**config.mk**
```make
export PLATFORM = sky130hd
export DESIGN_NAME = subtractor_400bit_seq
export DESIGN_NICKNAME = d
export VERILOG_FILES = /design/src/rtl/subtractor_400bit_seq.sv
export SDC_FILE = /design/constraint.sdc
export NUM_CORES = 2
export LEC_CHECK = 0
export CORE_AREA = 2 2 466 468
export DETAILED_ROUTE_END_ITERATION = 6
export DIE_AREA = 0 0 468 470
export GPL_ROUTABILITY_DRIVEN = 1
export PLACE_DENSITY = 0.57
export SLEW_MARGIN = 20
export SYNTH_ARGS = -nofsm -noshare
export SYNTH_HDL_FRONTEND = slang
export SYNTH_SLANG_ARGS = --single-unit
export TNS_END_PERCENT = 30
```
**constraint.sdc**
```tcl
create_clock -name clk -period 6.14 [get_ports clk]
set_clock_uncertainty 0.05 [all_clocks]
set_input_delay 0.921 -clock clk [delete_from_list [all_inputs] [get_ports clk]]
set_output_delay 0.921 -clock clk [all_outputs]
set_load 0.01 [all_outputs]
```
**src/rtl/subtractor_400bit_seq.sv**
```systemverilog
`default_nettype none
// ============================================================================
// Module   : subtractor_400bit_seq
// Brief    : Sequential multi-precision unsigned subtractor. Computes
//            diff = a - b one LIMB-bit limb per clock, LSB limb first, with a
//            single-bit borrow chain. Operands are captured on an accepted
//            start so the caller may change them right away. The final borrow
//            doubles as an a < b comparison result.
// Revision : 1.0 - initial release
// ============================================================================
module subtractor_400bit_seq #(
  parameter int WIDTH = 400,
  parameter int LIMB  = 8
) (
  input  logic             clk,
  input  logic             rst,
  input  logic             start,
  input  logic [WIDTH-1:0] a_flat,
  input  logic [WIDTH-1:0] b_flat,
  output logic [WIDTH-1:0] diff_flat,
  output logic             borrow_out,
  output logic             busy,
  output logic             done
);

  localparam int NLIMB = WIDTH / LIMB;
  localparam int IDXW  = (NLIMB > 1) ? $clog2(NLIMB) : 1;
  localparam logic [IDXW-1:0] C_LAST_IDX = IDXW'(NLIMB - 1);
  localparam logic [IDXW-1:0] C_IDX_ONE  = IDXW'(1);

  typedef enum logic [0:0] {
    ST_IDLE = 1'b0,
    ST_RUN  = 1'b1
  } state_t;

  state_t state_q, state_d;

  // Captured operands; held stable for the whole operation.
  logic [WIDTH-1:0] a_q, a_d;
  logic [WIDTH-1:0] b_q, b_d;

  // Result register; limbs are filled in LSB-first as the chain ripples.
  logic [WIDTH-1:0] diff_q, diff_d;

  logic [IDXW-1:0]  idx_q, idx_d;
  logic             borrow_q, borrow_d;
  logic             borrow_out_q, borrow_out_d;
  logic             busy_q, busy_d;
  logic             done_q, done_d;

  // Current limb operands and the LIMB+1-bit limb difference.
  logic [LIMB-1:0]  w_a_limb;
  logic [LIMB-1:0]  w_b_limb;
  logic [LIMB:0]    w_sub;

  // Select the limb pair addressed by the running index.
  always_comb begin
    w_a_limb = '0;
    w_b_limb = '0;
    for (int i = 0; i < NLIMB; i++) begin
      if (idx_q == IDXW'(i)) begin
        w_a_limb = a_q[i*LIMB +: LIMB];
        w_b_limb = b_q[i*LIMB +: LIMB];
      end
    end
  end

  // One limb of subtraction; the MSB of the widened result is the borrow out.
  assign w_sub = {1'b0, w_a_limb} - {1'b0, w_b_limb} - {{LIMB{1'b0}}, borrow_q};

  // Next-state logic: accept a start in IDLE, walk the limbs in RUN.
  always_comb begin
    state_d      = state_q;
    a_d          = a_q;
    b_d          = b_q;
    diff_d       = diff_q;
    idx_d        = idx_q;
    borrow_d     = borrow_q;
    borrow_out_d = borrow_out_q;
    busy_d       = busy_q;
    done_d       = 1'b0;

    case (state_q)
      ST_IDLE: begin
        if (start) begin
          a_d          = a_flat;
          b_d          = b_flat;
          idx_d        = '0;
          borrow_d     = 1'b0;
          diff_d       = '0;
          borrow_out_d = 1'b0;
          busy_d       = 1'b1;
          state_d      = ST_RUN;
        end
      end

      ST_RUN: begin
        for (int i = 0; i < NLIMB; i++) begin
          if (idx_q == IDXW'(i)) begin
            diff_d[i*LIMB +: LIMB] = w_sub[LIMB-1:0];
          end
        end
        borrow_d = w_sub[LIMB];
        idx_d    = idx_q + C_IDX_ONE;

        // Last limb: publish the final borrow and hand back to IDLE.
        if (idx_q == C_LAST_IDX) begin
          borrow_out_d = w_sub[LIMB];
          done_d       = 1'b1;
          busy_d       = 1'b0;
          idx_d        = '0;
          state_d      = ST_IDLE;
        end
      end

      default: begin
        state_d = ST_IDLE;
        busy_d  = 1'b0;
        idx_d   = '0;
      end
    endcase
  end

  // State and datapath registers with synchronous active-high reset.
  always_ff @(posedge clk) begin
    if (rst) begin
      state_q      <= ST_IDLE;
      a_q          <= '0;
      b_q          <= '0;
      diff_q       <= '0;
      idx_q        <= '0;
      borrow_q     <= 1'b0;
      borrow_out_q <= 1'b0;
      busy_q       <= 1'b0;
      done_q       <= 1'b0;
    end else begin
      state_q      <= state_d;
      a_q          <= a_d;
      b_q          <= b_d;
      diff_q       <= diff_d;
      idx_q        <= idx_d;
      borrow_q     <= borrow_d;
      borrow_out_q <= borrow_out_d;
      busy_q       <= busy_d;
      done_q       <= done_d;
    end
  end

  assign diff_flat  = diff_q;
  assign borrow_out = borrow_out_q;
  assign busy       = busy_q;
  assign done       = done_q;

endmodule
`default_nettype wire

```
==> results.tsv <==
metric	value	unit
post_drt_wl_per_cell	29.6	µm
place_area	0.0677	mm²
insertion_delay	0.85	ns
cp_slowest_cell	a221oi_1	
regArea	0.0243	mm²
cap_violations	0	
use_met1	0.352	
cp-end-kind	flop	
synth_edf_count	0	
gp_congestion	0.957	
path_max_fanout	15	
hold_class	reg2reg	
ys_seq_area_frac	0.483	
firstDrtPassIters	7	
crit_buf_inv	10	
num_io_pins	1206	
synth_area	0.0502	mm²
ir_worst_vdd	258	µV
finalSetupViolCount	0	
die-area	0.220	mm²
cp-start-kind	flop	
grt_pass1_wl	430	mm
cpPeakStageDelay	0.65	ns
critPathRequiredTime	6.83	ns
fin_crit_sh	0.980	
htree_levels	4	
ys_types	91	
port_buffers	1205	
cts_sinks	1211	
ys_ff_latch	1211	
grt_pass1_vias	53107	
ctsHoldBuffers	0	
vias_per_cell	5.17	
grt.total_usage	0.277	
async_flop_share	0	
synth_nets	7283	
p_per_area	284	mW/mm²
fin_nets	8541	
area_growth	46.6	%
synthCells	6462	
vias	55655	
antenna_found_initial	141	
drc	0	
outcome	complete, no violations	
slew_viol_final	0	
clkSlewWorstSetupHoldPaths	0.06	ns
p_leak	27.2	nW
tightest_slew	1.18	ns
period_minus_slack	6.02	ns
dp_hpwl	252	mm
met2_usage	0.453	
critical_path_arrival	6.71	ns
cpMostUsedCell	buf_4	
finalHoldViolations	0	
ys.flop_type	dfxtp_1	
synth.avg_cell_area	7.78	µm²
die_w	468	µm
grt.met3_usage	0.0635	
criticalPathCategory	reg2reg	
max-clock-path-buffers	3	
core	0.216	mm²
drt_iter0_drc	5772	
drt.antenna.violating_nets	0	
fillers	22665	
maxSlewHeadroom	0.216	
start_util	0.233	
final_util	0.342	
overflow	0	
fmax	166	MHz
die_h	470	µm
crit_family	simple AND/OR/NAND/NOR gates	
rows	171	
design_area	0.0737	mm²
numCtsBuffers	147	
yosysWarnings	0	
grt_max_degree	180	
drive_above_1_share	0.107	
multi_input_area	0.0247	mm²
totalWireLength	319	mm
grt.busiest_layer	met2	
cts_root_buf	clkbuf_16	
cts_tree	done	
hold_slack	0.403	ns
==> final cells by class <==
cell class / instances / share of cell area
inverter: 24 / 0.00138
antenna: 71 / 0.00241
sequential: 1211 / 0.329
tap: 2854 / 0.0485
clock buffer: 209 / 0.0568
clock inverter: 58 / 0.0105
timing repair buffer: 1638 / 0.216
multi-input combinational: 4698 / 0.335
==> report_power, final <==
part	internal (mW)	switching (mW)	leakage [nW]
combinational	1.41	1.86	14.9
clock	5.16	3.90	2.43
sequential	8.28	0.307	9.89
==> placed cells by master (no fill, tap or decap), types with 36 or more instances in the layout <==
cell,Yosys,routed
a21oi_1,991,981
a221oi_1,62,59
o221ai_1,38,36
nand3_1,126,120
o21ai_0,142,129
a22oi_1,95,94
dfxtp_1,1211,1204
buf_4,4,379
nand4_1,62,62
diode_2,0,71
nand2_1,1843,1837
clkdlybuf4s50_1,0,1204
mux2i_1,149,149
nor2_1,512,472
clkbuf_16,0,148
a31oi_1,48,45
o22ai_1,83,82
nand3b_1,109,109
buf_12,0,46
clkbuf_1,460,36
==> metrics by stage <==
step / TNS [ns] / power [mW] / instances / setup slack, ns
after floorplan: 0 / 9.99 / 6462 / 0.452
after global routing: -0.899 / 21.6 / 10740 / -0.0539
after detailed placement: -108.76 / 11.9 / 10399 / -0.772
after CTS: -0.000157 / 21.1 / 10673 / -0.000157
after global placement: -106.54 / 11.9 / 10398 / -0.667
final: 0 / 20.9 / 10763 / 0.123
==> flip-flops by register name, indices dropped and copies added, names as in the netlist <==
| register | flops |
|---|---|
| borrow_out | 1 |
| b_q | 400 |
| idx_q | 6 |
| borrow_q | 1 |
| busy | 1 |
| done | 1 |
| diff_flat | 400 |
| state_q | 1 |
| a_q | 400 |
==> cells in the mapped netlist (8+ instances only) <==
library cell | instances | share of area
nor2b_1 | 10 | 0.0012
nand4_1 | 62 | 0.0077
and2_1 | 8 | 0.0010
a211oi_1 | 16 | 0.0024
o221ai_1 | 38 | 0.0066
o211ai_1 | 26 | 0.0039
nand2b_1 | 17 | 0.0021
a221oi_1 | 62 | 0.011
a32oi_1 | 28 | 0.0049
nor2_1 | 512 | 0.038
mux2i_1 | 149 | 0.030
o2111ai_1 | 11 | 0.0019
a222oi_1 | 11 | 0.0022
o311ai_0 | 19 | 0.0033
buf_1 | 38 | 0.0028
clkbuf_1 | 460 | 0.034
a22oi_1 | 95 | 0.014
o311ai_1 | 28 | 0.0049
nor4_1 | 15 | 0.0019
nand3b_1 | 109 | 0.016
inv_1 | 22 | 0.0016
nor3_1 | 49 | 0.0049
nand2_1 | 1843 | 0.14
a2111oi_0 | 11 | 0.0019
o22ai_1 | 83 | 0.010
a31oi_1 | 48 | 0.0060
dfxtp_1 | 1211 | 0.48
a22o_1 | 13 | 0.0023
and3_1 | 9 | 0.0011
buf_2 | 25 | 0.0025
a221o_1 | 26 | 0.0052
nand3_1 | 126 | 0.013
a21oi_1 | 991 | 0.099
ha_1 | 16 | 0.0040
o21ai_0 | 142 | 0.014
==> kinds of logic after synthesis <==
family          synth area share
simple gates               0.234
buf+inv                   0.0425
flops                      0.483
fa+ha+maj                0.00478
xor+xnor                0.000872
mux                       0.0299
compound gates             0.206
==> tightest hold or removal path: stages, from the launching register on <==
cell	delay, ns
dfxtp_1	0.31
nand2_1	0.05
a21oi_1	0.05
==> layer usage <==
| metal | wire, µm | vias to the layer above |
|---|---|---|
| met5 | 257 | - |
| met4 | 11300 | 40 |
| met3 | 26000 | 523 |
| met2 | 149000 | 2782 |
| met1 | 133000 | 27295 |
| li1 | - | 25015 |
==> final timing paths <==
path | slack [ns] | endpoint | cells past startpoint | start
worst min-delay path | 0.40 | a_q[229] | 2 | a_q[229]
worst min register to register | 0.40 | a_q[229] | 2 | a_q[229]
worst max-delay path | 0.12 | diff_flat[391] | 27 | idx_q[1]
worst max register to register | 0.12 | diff_flat[391] | 27 | idx_q[1]
==> what timing repair did <==
item	4_1_cts	5_1_grt
setup buffers	6	19
cloned	1	0
setup endpoints to repair	252	198
resized for setup	46	84
pin swaps	6	28
Note: power is estimated with default switching activity, not from simulation.
